### src/rtl/spi_frame_receiver_if.sv
// spi_frame_receiver_if
// Groups the SPI pins and the frame-delivery handshake of spi_frame_receiver.
//   spi_clock  SPI clock from master, idles high
//   spi_data   serial data, MSB first
//   cs_n       chip select, active-low
//   rx_data    head-of-FIFO frame word
//   rx_valid   FIFO non-empty
//   rx_ready   consumer accepts head word
//   frame_err  one-cycle pulse: frame discarded for wrong length
//   overflow   one-cycle pulse: valid frame dropped, FIFO full
//   busy       frame reception in progress
// Modports: slave = receiver side, master = SPI master / consumer side.
interface spi_frame_receiver_if #(
  parameter int unsigned FRAME_BITS = 24
);
  logic                  spi_clock;
  logic                  spi_data;
  logic                  cs_n;
  logic [FRAME_BITS-1:0] rx_data;
  logic                  rx_valid;
  logic                  rx_ready;
  logic                  frame_err;
  logic                  overflow;
  logic                  busy;

  modport slave (
    input  spi_clock, spi_data, cs_n, rx_ready,
    output rx_data, rx_valid, frame_err, overflow, busy
  );

  modport master (
    output spi_clock, spi_data, cs_n, rx_ready,
    input  rx_data, rx_valid, frame_err, overflow, busy
  );
endinterface

### src/rtl/spi_frame_receiver.sv
// spi_frame_receiver
// Oversampling SPI receive endpoint (clock idles high, sampled on rising edge)
// for the 24-bit command link. Completed frames are validated and queued in a
// small FIFO, then delivered over a valid/ready handshake.
// Ports:
//   clk    system clock (>= 8x spi_clock)
//   rst_n  asynchronous active-low reset
//   bus    spi_frame_receiver_if.slave (SPI pins, rx handshake, status pulses)
// Optional feature macro: SPI_RX_LENGTH_CHECK_EN
//   defined   : frames whose bit count is neither 0 nor FRAME_BITS are dropped
//               and frame_err pulses
//   undefined : any non-empty frame is queued (short frames zero-extended,
//               long frames keep their last FRAME_BITS bits), frame_err is 0
module spi_frame_receiver #(
  parameter int unsigned FRAME_BITS  = 24,
  parameter int unsigned SYNC_STAGES = 2,
  parameter int unsigned FIFO_DEPTH  = 4
) (
  input logic                 clk,
  input logic                 rst_n,
  spi_frame_receiver_if.slave bus
);
  localparam int unsigned CNT_W = $clog2(FRAME_BITS + 2);
  localparam int unsigned AW    = $clog2(FIFO_DEPTH);
  localparam int unsigned PW    = AW + 1;

  typedef enum logic [1:0] {IDLE, SHIFT, COMMIT} state_t;

  state_t                 state, state_n;
  logic [SYNC_STAGES-1:0] sclk_sync, data_sync, cs_sync;
  logic                   sclk_hist, cs_hist;
  logic                   sclk_s, data_s, cs_s;
  logic                   sclk_rise, cs_rise;

  logic [FRAME_BITS-1:0]  shreg;
  logic [CNT_W-1:0]       bit_cnt;
  logic                   clr_c, shift_c, push_c, frame_err_c, overflow_c;
  logic                   do_push, pop, full;

  logic [FRAME_BITS-1:0]  mem [FIFO_DEPTH];
  logic [PW-1:0]          wptr, rptr, wptr_n, rptr_n;
  logic [FRAME_BITS-1:0]  head_n;

  logic [FRAME_BITS-1:0]  rx_data_q;
  logic                   rx_valid_q, frame_err_q, overflow_q, busy_q;

  // Input synchronizers; reset to idle levels so no edge is seen at release
  always_ff @(posedge clk or negedge rst_n) begin
    if (!rst_n) begin
      sclk_sync <= '1;
      data_sync <= '1;
      cs_sync   <= '1;
      sclk_hist <= 1'b1;
      cs_hist   <= 1'b1;
    end else begin
      sclk_sync <= {sclk_sync[SYNC_STAGES-2:0], bus.spi_clock};
      data_sync <= {data_sync[SYNC_STAGES-2:0], bus.spi_data};
      cs_sync   <= {cs_sync[SYNC_STAGES-2:0], bus.cs_n};
      sclk_hist <= sclk_s;
      cs_hist   <= cs_s;
    end
  end

  assign sclk_s    = sclk_sync[SYNC_STAGES-1];
  assign data_s    = data_sync[SYNC_STAGES-1];
  assign cs_s      = cs_sync[SYNC_STAGES-1];
  assign sclk_rise = sclk_s & ~sclk_hist;
  assign cs_rise   = cs_s & ~cs_hist;

  // FSM state register
  always_ff @(posedge clk or negedge rst_n) begin
    if (!rst_n) state <= IDLE;
    else        state <= state_n;
  end

  // Next state and frame evaluation
  always_comb begin
    state_n     = state;
    clr_c       = 1'b0;
    shift_c     = 1'b0;
    push_c      = 1'b0;
    frame_err_c = 1'b0;
    case (state)
      IDLE: begin
        if (!cs_s) begin
          clr_c   = 1'b1;
          state_n = SHIFT;
        end
      end
      SHIFT: begin
        if (cs_rise)                state_n = COMMIT;
        else if (sclk_rise && !cs_s) shift_c = 1'b1;
      end
      COMMIT: begin
        state_n = IDLE;
        if (bit_cnt == CNT_W'(FRAME_BITS)) begin
          push_c = 1'b1;
        end else if (bit_cnt != '0) begin
`ifdef SPI_RX_LENGTH_CHECK_EN
          frame_err_c = 1'b1;
`else
          push_c = 1'b1;
`endif
        end
      end
      default: state_n = IDLE;
    endcase
  end

  // Shift register and saturating bit counter
  always_ff @(posedge clk or negedge rst_n) begin
    if (!rst_n) begin
      shreg   <= '0;
      bit_cnt <= '0;
    end else if (clr_c) begin
      shreg   <= '0;
      bit_cnt <= '0;
    end else if (shift_c) begin
      shreg <= {shreg[FRAME_BITS-2:0], data_s};
      if (bit_cnt != CNT_W'(FRAME_BITS + 1)) bit_cnt <= bit_cnt + CNT_W'(1);
    end
  end

  // FIFO control; a pop frees the slot a same-cycle push needs when full
  assign full       = (wptr[AW] != rptr[AW]) && (wptr[AW-1:0] == rptr[AW-1:0]);
  assign pop        = rx_valid_q && bus.rx_ready;
  assign overflow_c = push_c && full && !pop;
  assign do_push    = push_c && !overflow_c;
  assign wptr_n     = wptr + PW'(do_push);
  assign rptr_n     = rptr + PW'(pop);

  // Head after this cycle: the incoming word if it lands at the new read slot
  always_comb begin
    head_n = mem[rptr_n[AW-1:0]];
    if (do_push && (rptr_n == wptr)) head_n = shreg;
  end

  always_ff @(posedge clk) begin
    if (do_push) mem[wptr[AW-1:0]] <= shreg;
  end

  // Pointers and registered outputs
  always_ff @(posedge clk or negedge rst_n) begin
    if (!rst_n) begin
      wptr        <= '0;
      rptr        <= '0;
      rx_data_q   <= '0;
      rx_valid_q  <= 1'b0;
      frame_err_q <= 1'b0;
      overflow_q  <= 1'b0;
      busy_q      <= 1'b0;
    end else begin
      wptr        <= wptr_n;
      rptr        <= rptr_n;
      rx_data_q   <= head_n;
      rx_valid_q  <= (wptr_n != rptr_n);
      frame_err_q <= frame_err_c;
      overflow_q  <= overflow_c;
      busy_q      <= ~cs_s;
    end
  end

  assign bus.rx_data   = rx_data_q;
  assign bus.rx_valid  = rx_valid_q;
  assign bus.frame_err = frame_err_q;
  assign bus.overflow  = overflow_q;
  assign bus.busy      = busy_q;
endmodule

### src/flat_wrapper.sv
// flat-port wrapper written by rule: the top's interface ports become plain ports
module spi_frame_receiver_flat 
#(
  parameter int unsigned FRAME_BITS  = 24,
  parameter int unsigned SYNC_STAGES = 2,
  parameter int unsigned FIFO_DEPTH  = 4
)
  (clk, rst_n, bus_spi_clock, bus_spi_data, bus_cs_n, bus_rx_ready, bus_rx_data, bus_rx_valid, bus_frame_err, bus_overflow, bus_busy);
  spi_frame_receiver_if #(.FRAME_BITS(FRAME_BITS)) bus_i ();
  input logic clk;
  input logic rst_n;
  input wire logic [$bits(bus_i.spi_clock)-1:0] bus_spi_clock;
  input wire logic [$bits(bus_i.spi_data)-1:0] bus_spi_data;
  input wire logic [$bits(bus_i.cs_n)-1:0] bus_cs_n;
  input wire logic [$bits(bus_i.rx_ready)-1:0] bus_rx_ready;
  output wire logic [$bits(bus_i.rx_data)-1:0] bus_rx_data;
  output wire logic [$bits(bus_i.rx_valid)-1:0] bus_rx_valid;
  output wire logic [$bits(bus_i.frame_err)-1:0] bus_frame_err;
  output wire logic [$bits(bus_i.overflow)-1:0] bus_overflow;
  output wire logic [$bits(bus_i.busy)-1:0] bus_busy;
  assign bus_i.spi_clock = bus_spi_clock;
  assign bus_i.spi_data = bus_spi_data;
  assign bus_i.cs_n = bus_cs_n;
  assign bus_i.rx_ready = bus_rx_ready;
  assign bus_rx_data = bus_i.rx_data;
  assign bus_rx_valid = bus_i.rx_valid;
  assign bus_frame_err = bus_i.frame_err;
  assign bus_overflow = bus_i.overflow;
  assign bus_busy = bus_i.busy;
  spi_frame_receiver #(.FRAME_BITS(FRAME_BITS), .SYNC_STAGES(SYNC_STAGES), .FIFO_DEPTH(FIFO_DEPTH)) u_core (.clk(clk), .rst_n(rst_n), .bus(bus_i));
endmodule
### config.mk
export PLATFORM = sky130hd
export DESIGN_NAME = spi_frame_receiver_flat
export DESIGN_NICKNAME = d
export VERILOG_FILES = /design/src/rtl/spi_frame_receiver_if.sv /design/src/rtl/spi_frame_receiver.sv /design/src/flat_wrapper.sv
export SDC_FILE = /design/constraint.sdc
export NUM_CORES = 1
export LEC_CHECK = 0
export ABC_AREA = 1
export BUFFER_PORTS_ARGS = -buffer_cell sky130_fd_sc_hd__buf_2
export CORE_MARGIN = 5
export CORE_UTILIZATION = 46
export CTS_CLUSTER_DIAMETER = 60
export CTS_CLUSTER_SIZE = 16
export DETAILED_ROUTE_END_ITERATION = 12
export PLACE_DENSITY = 0.6
export SETUP_SLACK_MARGIN = 0.02
export SYNTH_ARGS = -nofsm -noshare
export SYNTH_HDL_FRONTEND = slang
export SYNTH_SLANG_ARGS = --single-unit
### constraint.sdc
create_clock -name clk -period 10.5 [get_ports clk]
set_input_delay 0.525 -clock clk [delete_from_list [all_inputs] [get_ports clk]]
set_output_delay 0.525 -clock clk [all_outputs]
set_load 0.01 [all_outputs]
==> metrics list <==
* Result of the run: completed
- Crit Reg-Reg Startpoint: u_core.bit_cnt[0]
- Synthesized netlist net count: slightly above 700
- Across the whole layout, storage elements account for 4690 µm².
- Actual transition at the worst max-transition pin: 1040 ps
- Netlist area before placement: between 7000 and 8000 µm²
* Kind of capture point of the worst setup path: register
- IO Port Bufs: 32
- Finished Layout Cells: 922
- For this design the static power due to leakage is 3.55 nW.
- Global routing consumed, on the met2 layer, 29.6% of the routing resources.
- Final count of hold timing violations: 0
- The slowest stage of the critical path belongs to the cell sky130_fd_sc_hd__a21oi_4.
- Buf+Inv Stages, Crit Path: 3
- Power density of the placed cells: 281 nW/µm²
- The filler cells instantiated in the layout total 1353.
* Library cells used by synthesis: 29
* Slew Limit Headroom: 30.3%
- GR Util met3: 3.68%
- From synthesis to final layout, the design area changed by 12.2%.
* Upper clock frequency limit: 0.303 GHz
* WHS Endpoint: u_core.data_sync[0]
- CTS max path bufs: 2
- Worst hold path class: primary input to register
- Worst supply voltage drop on vdd: 0.000157 V
- For the finished layout, the period the worst path requires is 3300 ps.
- Flop2flop setup slack: 7200 ps
* Number of storage elements in the synthesis netlist: between 150 and 200
- Synth Warn #: 0
* Die Outline Area: 18000 µm²
- For this run, the register share of the synthesized area comes to 66.1%.
- GRT Resource Usage Total: 17.9%
- First-pass GRT wire length: 24.8 mm
* Ports placed on the boundary: 34
- In the routed design, unresolved DRC markers number 0.
- Syn_area_per_cell: ~10 µm²
- Setup violations, final: 0
- For this design, the CTS-stage hold fixing added 0 buffers.
- Origin of the worst min-delay path: bus_spi_data
- Clock-pin slew was measured on the worst setup and hold paths at 60 ps.
* Total half-perimeter wirelength after legalization and detailed placement: a little over 8 mm
- Signal arrival time at the worst endpoint: between 3000 and 4000 ps
- Wires add up to approximately 15 mm.
- FF-to-FF End: u_core.mem[3][8]
- The number of antenna diodes in the final layout is 0.
* Vias in the first global route: 4588
- The initialized floorplan defines 45 standard-cell rows.
* Antenna violations before repair: 0
- For this configuration, the core starts out at a cell density of roughly 47%.
- Worst EP required: roughly 11000 ps
* Post-cts gate resize count: 0
- Setup repair after global routing left no endpoint under its margin.
* Postcts setup bufs: 0
- The cell count after synthesis came out at ~700.
- Worst stage delay on the critical path: around 670 ps
* Worst setup path class: register to register
- For this block, the via count after detailed routing is 4714.
* DR WL/cell: 16.4 µm
* Clock Root Buffer: sky130_fd_sc_hd__clkbuf_16
- After routing, the total negative slack on setup checks comes to 0 ps.
- The final number of max-transition violations is 0.
- Pin count of the biggest net entering global routing: 73
* Initial DRC count: ~410
- Share of layout cells above drive strength 1: 12.8%
- Cell with the most instances on the worst path: sky130_fd_sc_hd__inv_1
- Chip height: 134 µm
- Commonest cells after routing, fill and taps aside: sky130_fd_sc_hd__nand2_1, sky130_fd_sc_hd__edfxtp_1, sky130_fd_sc_hd__inv_1
- After global routing, the most crowded layer is met2.
- Counting instances, the worst hold path has a depth of 1.
- The tree built by TritonCTS fans out to 168 sinks.
* Clock tree from TritonCTS: done
- Antenna-violating nets left: 0
- Dividing the detail-routed via count by the number of cells gives 5.11.
- The worst path uses about a third of the clock period.
* Maximum capacitance violations: 0
- Leftover overflow at the end of global routing: 0
- Largest fanout on the critical path: 29
- Worst clock skew: roughly 6.4 ps
* Global placer's final weighted congestion: 0.806
- FF-to-FF path depth: 8
* Crit path cell chain: inv_1, ha_1, inv_1, nor2_1, a21oi_4, nand2_2, nor3_4, buf_4
- Later-pin clock latency in the skew report: ~420 ps
- The library cell used most frequently in the layout, excluding fill and tap cells, is sky130_fd_sc_hd__nand2_1.
- Met1 demand-to-capacity share in global routing: 23.4%
* Die X-Extent: 134 µm
* Nets@finish: 734
- Top delay family on crit path: simple AND/OR/NAND/NOR gates
- CP Launch Type: register
* Cell Count Post-Placement: between 800 and 900
* Multi-input combinational cell area: 1990 µm²
- The number of clock buffers added by TritonCTS is 17.
- The region available for standard cell placement spans between 15000 and 20000 µm².
* Number of detailed-routing iterations run before antenna repair: 5
- CTS built an H-tree with a depth of 4.
==> how the worst max path moves through the flow <==
stage                                 start                    end  depth (start not counted)
after floorplan           u_core.bit_cnt[0]       u_core.mem[0][0]                          9
after global placement         bus_rx_ready  u_core.bus.rx_data[9]                         13
after detailed placement       bus_rx_ready  u_core.bus.rx_data[9]                         13
after CTS                 u_core.bit_cnt[0]      u_core.mem[3][18]                          8
after global routing      u_core.bit_cnt[0]      u_core.mem[3][19]                          8
final                     u_core.bit_cnt[0]       u_core.mem[3][8]                          8
==> power by group <==
part           internal (W)  total, W  switching, W  leakage, nW
clock network      0.000335  0.000583      0.000248        0.278
registers          0.000794  0.000851     0.0000571         1.75
logic              0.000264  0.000803      0.000539         1.52
total               0.00139   0.00224      0.000844         3.55
==> layer usage <==
metal | wire length (µm) | vias to the layer above
li1 | - | 2310
met5 | 0 | -
met1 | 6540 | 2257
met2 | 7470 | 121
met4 | 312 | 0
met3 | 763 | 26
==> flip-flops by register name, indices dropped and copies added (netlist names) <==
name,flops
u_core.rptr,3
u_core.cs_sync,2
u_core.cs_hist,1
u_core.bus.overflow,1
u_core.bus.rx_data,24
u_core.data_sync,2
u_core.sclk_hist,1
u_core.shreg,24
u_core.bus.rx_valid,1
u_core.bus.busy,1
u_core.mem,96
u_core.wptr,3
u_core.sclk_sync,2
u_core.bit_cnt,5
u_core.state,2
==> cell type report <==
| class | instances | area share, % |
|---|---|---|
| clock buffer | 22 | 6.21 |
| clock inverter | 10 | 0.816 |
| inverter | 70 | 3.30 |
| multi-input combinational | 423 | 25.0 |
| sequential | 168 | 58.9 |
| tap | 188 | 2.95 |
| timing repair buffer | 41 | 2.89 |
==> synth_stat cells (all sizes together) <==
cell type  count  area share [%]
nand3b         1            0.11
dfstp          8             3.0
nand4         24             2.1
nand2        275              15
xnor2          2            0.25
xor2           4            0.49
conb           1           0.053
edfxtp        96              41
clkbuf        12            0.63
o21ai         30             2.1
buf           23             1.9
nor2           9            0.55
o21bai        25             2.6
nor3           4            0.42
nor4           1           0.088
ha             7             1.2
a21oi          3            0.42
nand3         37             2.6
inv           70             3.7
dfrtp         64              23
==> kinds of logic (layout without fill, tap and decap cells) <==
group / after synthesis / in the layout / synth area share [%]
xor+xnor: 6 / 6 / 0.740
fa+ha+maj: 7 / 7 / 1.23
compound gates: 58 / 58 / 5.18
simple gates: 351 / 351 / 20.5
other cells: 1 / 1 / 0.0528
buf+inv: 105 / 143 / 6.25
flops: 168 / 168 / 66.1
==> worst reg2reg max path, stage by stage, from the launching register on <==
cell and delay (ps):
sky130_fd_sc_hd__dfrtp_1 400, sky130_fd_sc_hd__inv_1 90, sky130_fd_sc_hd__ha_1 200, sky130_fd_sc_hd__inv_1 60, sky130_fd_sc_hd__nor2_1 60, sky130_fd_sc_hd__a21oi_4 670
sky130_fd_sc_hd__nand2_2 640, sky130_fd_sc_hd__nor3_4 490, sky130_fd_sc_hd__buf_4 360
==> metrics by stage <==
stage          setup WS, ps  hold slack, ps  util (%)  cell area [µm²]  total power, W
6_report               7200             194      52.4             7970         0.00224
5_1_grt                6960             180      52.4             7970         0.00241
4_1_cts                7200             177      52.4             7970         0.00226
3_5_place_dp           7050             348      48.8             7410         0.00167
3_3_place_gp           7120             347      48.8             7410         0.00165
2_1_floorplan          7140             229         -             7110         0.00144
Note: power is estimated with default switching activity, not from simulation.
